==> src/rtl/dmem_block_mover.sv <==
// dmem_block_mover: bus initiator for the 256x16 data memory port.
// Performs a block copy (memory to memory) or a block fill (constant to
// memory) of up to 256 words, started by a one-cycle request.
// Optional build macro DMEM_BLOCK_MOVER_CHECKSUM_EN adds a 'checksum' output
// holding the modulo-2^DW sum of every word written by the current operation.

module dmem_block_mover #(
    parameter int AW = 8,
    parameter int DW = 16,
    parameter int LW = 9
) (
    input  logic          clk,
    input  logic          rst_n,
    input  logic          start,
    input  logic          mode,
    input  logic [AW-1:0] src_addr,
    input  logic [AW-1:0] dst_addr,
    input  logic [LW-1:0] len,
    input  logic [DW-1:0] fill_value,
    output logic          busy,
    output logic          done,
    output logic          ram_ena,
    output logic          wena,
    output logic [AW-1:0] addr,
    output logic [DW-1:0] wdata,
    input  logic [DW-1:0] rdata
`ifdef DMEM_BLOCK_MOVER_CHECKSUM_EN
    ,
    output logic [DW-1:0] checksum
`endif
);

    // Largest transfer is one full pass over the address space.
    localparam logic [LW-1:0] MAX_LEN = LW'(2 ** AW);

    typedef enum logic [1:0] {
        IDLE = 2'd0,
        RD   = 2'd1,
        WR   = 2'd2,
        DONE = 2'd3
    } state_t;

    state_t        state_q, state_d;
    logic [LW-1:0] idx_q, idx_d;
    logic [LW-1:0] len_q, len_d;
    logic          mode_q, mode_d;
    logic [AW-1:0] src_q, src_d;
    logic [AW-1:0] dst_q, dst_d;
    logic [AW-1:0] addr_q, addr_d;
    logic [DW-1:0] wdata_q, wdata_d;
    logic [LW-1:0] len_clamped;
    logic [LW-1:0] idx_inc;

    // Outputs decode from registers only, so start never reaches a pin combinationally.
    assign busy    = (state_q != IDLE);
    assign done    = (state_q == DONE);
    assign ram_ena = (state_q == RD) || (state_q == WR);
    assign wena    = (state_q == WR);
    assign addr    = addr_q;
    assign wdata   = wdata_q;

    assign len_clamped = (len > MAX_LEN) ? MAX_LEN : len;
    assign idx_inc     = idx_q + LW'(1);

    // Next-state logic; addr and wdata are computed one step ahead so they are registered.
    always_comb begin
        state_d = state_q;
        idx_d   = idx_q;
        len_d   = len_q;
        mode_d  = mode_q;
        src_d   = src_q;
        dst_d   = dst_q;
        addr_d  = addr_q;
        wdata_d = wdata_q;
        case (state_q)
            IDLE: begin
                if (start) begin
                    mode_d = mode;
                    src_d  = src_addr;
                    dst_d  = dst_addr;
                    len_d  = len_clamped;
                    idx_d  = '0;
                    if (len_clamped == '0) begin
                        state_d = DONE;
                    end else if (mode) begin
                        state_d = WR;
                        addr_d  = dst_addr;
                        wdata_d = fill_value;
                    end else begin
                        state_d = RD;
                        addr_d  = src_addr;
                    end
                end
            end
            RD: begin
                state_d = WR;
                addr_d  = dst_q + idx_q[AW-1:0];
                wdata_d = rdata;
            end
            WR: begin
                idx_d = idx_inc;
                if (idx_inc == len_q) begin
                    state_d = DONE;
                end else if (mode_q) begin
                    state_d = WR;
                    addr_d  = dst_q + idx_inc[AW-1:0];
                end else begin
                    state_d = RD;
                    addr_d  = src_q + idx_inc[AW-1:0];
                end
            end
            DONE: begin
                state_d = IDLE;
            end
            default: begin
                state_d = IDLE;
            end
        endcase
    end

    // State and operand registers; reset aborts any transfer immediately.
    always_ff @(posedge clk or negedge rst_n) begin
        if (!rst_n) begin
            state_q <= IDLE;
            idx_q   <= '0;
            len_q   <= '0;
            mode_q  <= 1'b0;
            src_q   <= '0;
            dst_q   <= '0;
            addr_q  <= '0;
            wdata_q <= '0;
        end else begin
            state_q <= state_d;
            idx_q   <= idx_d;
            len_q   <= len_d;
            mode_q  <= mode_d;
            src_q   <= src_d;
            dst_q   <= dst_d;
            addr_q  <= addr_d;
            wdata_q <= wdata_d;
        end
    end

`ifdef DMEM_BLOCK_MOVER_CHECKSUM_EN
    // Running sum of committed words; cleared on an accepted start, held afterwards.
    always_ff @(posedge clk or negedge rst_n) begin
        if (!rst_n) begin
            checksum <= '0;
        end else if (state_q == IDLE && start) begin
            checksum <= '0;
        end else if (state_q == WR) begin
            checksum <= checksum + wdata_q;
        end
    end
`endif

endmodule
==> config.mk <==
export PLATFORM = sky130hd
export DESIGN_NAME = dmem_block_mover
export DESIGN_NICKNAME = d
export VERILOG_FILES = /design/src/rtl/dmem_block_mover.sv
export SDC_FILE = /design/constraint.sdc
export NUM_CORES = 1
export LEC_CHECK = 0
export BUFFER_PORTS_ARGS = -buffer_cell sky130_fd_sc_hd__buf_2
export CAP_MARGIN = 15
export CORE_ASPECT_RATIO = 1.2
export CORE_UTILIZATION = 45
export CTS_CLUSTER_SIZE = 28
export DETAILED_ROUTE_END_ITERATION = 10
export HOLD_SLACK_MARGIN = 0.12
export PLACE_DENSITY = 0.69
export SYNTH_ARGS = -nofsm -noshare
export SYNTH_HDL_FRONTEND = slang
export SYNTH_SLANG_ARGS = --single-unit
export TNS_END_PERCENT = 100
==> constraint.sdc <==
create_clock -name clk -period 4.3 [get_ports clk]
set_input_delay 0 -clock clk [delete_from_list [all_inputs] [get_ports clk]]
set_output_delay 0 -clock clk [all_outputs]
set_load 0.01 [all_outputs]
; ---- Word level (Yosys, flattened, before mapping)
; Index checks and enable logic that the tools add are counted.
[op_classes]
n_bitwise = 0
n_mul = 0
reduce_logical = 11
addsub = 4
n_shift = 0
div_mod_pow = 0
muxes = 19
n_eq_ne = 8
magnitude_cmp = 1
[op_table]
columns = operator, count
row1 = 16-bit two-way mux, 3
row2 = 8-bit two-way mux, 5
row3 = 16-bit one-hot mux with 2 select lines, 1
row4 = 8-bit adder, 3
row5 = 8-bit one-hot mux with 3 select lines, 1
row6 = 9-bit two-way mux, 2
row7 = 9-bit one-hot mux with 2 select lines, 1
row8 = 2-bit two-way mux, 5
row9 = "9-bit by 1-bit adder with 9-bit output, second input constant", 1
row10 = 9-bit == test, 1
row11 = "9-bit > comparator, second input constant", 1
row12 = 9-bit logical NOT, 1
row13 = "2-bit != test, second input constant", 4
row14 = 2-bit one-hot mux with 4 select lines, 1
row15 = 4-bit AND reduction, 2
row16 = 2-bit nonzero test, 3
row17 = "2-bit == test, second input constant", 2
row18 = 2-bit AND reduction, 2
row19 = 3-bit nonzero test, 1
row20 = "2-bit by 1-bit == test with 1-bit output, second input constant", 1
row21 = 2-bit logical NOT, 1
row22 = 1-bit logical OR, 1
[word_totals]
latch_bits = 0
memories = 0
word_cells = 51
ramBits = 0
mem_bits_ro = 0
reg_bits = 61

; ---- Depth between registers and ports, before layout
[logic_depth]
word_depth = 6
depth_mapped = 11
depth_no_buf = 10

; ---- Worst setup path after synthesis
; No wires, ideal clock.
[synth_timing]
path_type = reg-to-reg
start = register mode_q
end = register addr_q[6], in the netlist addr[6]
setup_ps = 64
setup_slack_ps = 1631
path_stages_with_launch = 12
synth_period_minus_slack_ps = 2669
t_arrival_ps = 2605
t_required_ps = 4236
cell_sequence = dfrtp_1 -> clkbuf_1 -> mux2_2 -> ha_1 -> inv_1 -> fa_1 -> nor2b_1 -> o31a_1 -> o21a_1 -> or3_1 -> a32oi_1 -> mux2_4
[synth_between]
elab_chain_cells = 3
[synth_lines]
columns = item, line
row1 = from (decl), 46  ; logic mode_q, mode_d;
row2 = from (signal assigned), 136  ; mode_q <= mode_d;
row3 = 8-bit two-way mux, 104  ; end else if (mode_q) begin
row4 = 8-bit two-way mux, 102  ; if (idx_inc == len_q) begin
row5 = 8-bit one-hot mux with 3 select lines, 75  ; case (state_q)
row6 = to (signal assigned), 139  ; addr_q <= addr_d;
row7 = to (decl), 49  ; logic [AW-1:0] addr_q, addr_d;
; Every way passes these cells. The select of a mux whose other input is x is not followed.
; A chain may end at the register's enable or synchronous reset.

; ---- Worst setup path in the final report
[layout_timing]
start = register idx_q[1]
end = register addr_q[7], in the netlist addr[7]
[layout_between]
elab_chain_cells = 5
elab_cells_between_ends = 10
classes_between = 4 x add/sub / 2 x eq/ne / 3 x mux / 1 x reduce/logical
[layout_lines]
columns = item, line
row1 = from (decl), 44  ; logic [LW-1:0] idx_q, idx_d;
row2 = from (signal assigned), 134  ; idx_q <= idx_d;
row3 = 9-bit by 1-bit adder with 9-bit output, 63  ; assign idx_inc = idx_q + LW'(1);
row4 = 8-bit adder (on tied branches), "109, 106"
row5 = 8-bit two-way mux, 104
row6 = 8-bit two-way mux, 102
row7 = 8-bit one-hot mux with 3 select lines, 75
; Parallel ways exist; a longest one is shown, timed or not. The select of a mux whose other input is x is not followed.

==> results.md <==
* Status: completed
* Final Slew Violations at 0
* Skew final at 0.007925 ns
* Clk slew on worst S/H paths at 0.07 ns
* Endpoint type of the worst setup path: flip-flop
* Pre-antenna DRT Iters at 4
* Antenna cells at 0
* Core area at 8611 µm²
* Die W at 88.19 µm
* CTS tree: yes
* Relative slew margins at 37.52%
* Worst-path maximum fanout at 8
* Sequential area share after synthesis at 38.05%
* Clock root buffer: clkbuf_8
* Leak pwr at 0.002493 µW
* Critical-path top delay cell: a31o_1
* Final Hold Fails at 0
* Clk buf depth at 2
* Commonest non-fill, non-tap cells in the layout: 88 x buf_2, 67 x dlygate4sd3_1, 61 x dfrtp_1
* Chip height at 105.4 µm
* Worst Path Required at 4.54 ns
* Post-synth ARST share at 100.0%
* DRC violations left at 0
* Max_cap viols at 0
* H-tree depth at 3
* Net Sw Frac at 41.34%
* Wire length per cell at 15.28 µm
* Vias at 3,591
* Post-synth top flop: dfrtp_1
* Post-Synthesis Cell Area at 4011 µm²
* Min Clock Period, post-route at 2.902 ns
* Synth area leaders: dfrtp_1 38%, mux2_2 6.7%, mux2i_1 6.0%
* Max Clock Freq at 344.6 MHz
* Area leader, netlist: dfrtp_1
* HP Class: input pin to flip-flop
* I/O Buffers at 88
* HPWL after DPL at 6791 µm
* Register area at 1526 µm²
* IO Pins at 89
* Worst skew pair latency at 0.35 ns
* Internal power at 2110 µW
* WP buf/inv at 0
* Cell Rows at 37
* Number of global-route vias before repair at 3,778
* First-pass GRT wire length at 17,080 µm
* Period Utilization, post-route at 67.48%
* FF+latch count, synth at 61
* GPL Wtd Cong at 0.8412
* Detailed router's first-iteration violation count at 194
* Worst VDD drop at 340.6 µV
* Pin count of the biggest net entering global routing at 62
* Critical Path Max Stage Delay at 0.57 ns
* CTS Buf Count at 9
* GRT Util Overall at 23.84%
* Crit-path cells: ha_1 > and3_2 > nand3_1 > nor3b_1 > a211oi_1 > a31o_1 > mux2_4
* Power per Cell Area at 666.5 nW/µm²
* Antenna viol nets, final at 0
* EDFF count, synth at 0
* Synth Instances at 406
* RSZ-0062 raised after global routing: no
* Psw at 1487 µW
* Total Wirelength at 10,300 µm
* Clock sink count at 61
* Initial antenna violation count at 0
* Syn nets at 488
* Clock power share at 14.3%
* Die area at 9297 µm²
* Area share of the largest cell type after synthesis at 38.05%
* Initial Util at 46.59%
* Overflow after GRT at 0
* Post-Route Setup TNS at 0 ns
* Worst Path Arrival at 3.14 ns
* Reg power frac at 29.4%
* Worst slew pin tran at 0.9373 ns
* Final setup vio count at 0
* Synth cell types at 59
* Post-CTS setup buffer count at 0
* Layout cells sized above 1 at 26.75%
* Via density at 5.328
* Critical Path Source Type: flip-flop
* Crit-path leading delay family: compound AO/OA/AOI/OAI gates
* Comb power frac at 56.3%
* Most common cell after layout, fill and taps aside: buf_2
* Synthesized area per cell at 9.880 µm²
* Multi-input gate area at 2298 µm²
* Final #Nets at 634
* Crit path kind: flip-flop to flip-flop
* Area grow syn2layout at 34.53%
* Layout Utilization at 62.67%
* Ys Warns at 0
* # fillers at 725
==> power groups by stage <==
stage / Sequential, µW / Clock [µW] / Combinational [µW]
after floorplan: 1040 / 0 / 1450
after global placement: 1050 / 0 / 1880
after detailed placement: 1060 / 0 / 1910
after CTS: 1060 / 532 / 2000
after global routing: 1090 / 552 / 2250
final: 1060 / 515 / 2020
==> area by class of cell <==
cell class	instances	share of cell area (%)
Clock buffer	9	2.295
Clock inverter	7	1.368
Inverter	21	1.461
Multi-Input combinational cell	300	42.59
Sequential cell	61	28.29
Tap cell	117	2.713
Timing Repair Buffer	159	21.28
==> layer usage <==
layer	part of all wire, %	vias up	wire [µm]	GRT usage, %
met5	0	-	0	0
met4	3.5	0	363	12.21
met3	4.1	23	424	4.699
met2	50	97	5155	40.66
met1	42	1706	4352	27.80
li1	-	1765	-	-
==> worst register-to-register path: stages, from the launching register on <==
cell and delay [ns]:
dfrtp_1 0.49, ha_1 0.33, and3_2 0.24, nand3_1 0.21
nor3b_1 0.23, a211oi_1 0.37, a31o_1 0.57, mux2_4 0.36
==> Yosys cell counts (all sizes together), types with 2 or more instances <==
cell / count
or4: 2
a32oi: 3
fa: 2
o31a: 3
nor3: 5
nand2b: 9
nor2: 8
clkbuf: 17
buf: 7
mux2: 32
a31o: 2
a21o: 6
o21a: 6
a211oi: 3
ha: 19
o21ai: 40
a22o: 5
nor2b: 4
xnor2: 15
nand3: 12
inv: 20
a21oi: 15
nand4: 3
nor3b: 2
nand2: 38
mux2i: 24
a221oi: 4
dfrtp: 61
a211o: 3
and3: 3
nor4: 3
o22ai: 3
or3: 4
o221ai: 3
o31ai: 2
xor2: 5
==> sequential cells by signal, indices dropped and copies added, names as in the netlist <==
signal / flops
addr: 8
dst_q: 8
idx_q: 9
len_q: 9
mode_q: 1
src_q: 8
state_q: 2
wdata: 16
==> final timing paths <==
kind	slack, ns	endpoint	startpoint	depth (start not counted)
min in group asynchronous	0.34	len_q[2]$_DFFE_PN0P_	rst_n	3
hold / removal	0.11	mode_q$_DFFE_PN0P_	mode	3
max in group asynchronous	3.43	addr[4]$_DFFE_PN0P_	rst_n	3
hold reg to reg	0.48	wdata[10]$_DFFE_PN0P_	wdata[10]$_DFFE_PN0P_	2
setup / recovery	1.40	addr[7]$_DFFE_PN0P_	idx_q[1]$_DFFE_PN0P_	7
setup reg to reg	1.40	addr[7]$_DFFE_PN0P_	idx_q[1]$_DFFE_PN0P_	7
==> cell families after synthesis <==
family,Yosys count,share of synthesized area [%]
AOI/OAI and AO/OA,109,18.09
adders and majority gates,21,6.925
and+or+nand+nor,94,12.10
buffers and inverters,45,4.741
xor gates and xnor gates,20,4.367
muxes,56,15.72
DFF,61,38.05
==> repair_timing <==
item | 4_1_cts | 5_1_grt
endpoints found under the hold margin | 106 | 0
hold buffers | 67 | 0
resized for setup | 0 | 0
==> stage by stage <==
stage	power (µW)	std cells	cell area (µm²)	worst slack, ns	hold WS, ns
2_1_floorplan	2488	406	4011	1.631	-0.2956
3_3_place_gp	2931	590	4513	1.570	0.2194
3_5_place_dp	2970	590	4513	1.469	0.2191
4_1_cts	3590	673	5381	1.458	0.1228
5_1_grt	3884	674	5396	1.259	0.1368
6_report	3596	674	5396	1.398	0.1141
Note: power is estimated with default switching activity, not from simulation.
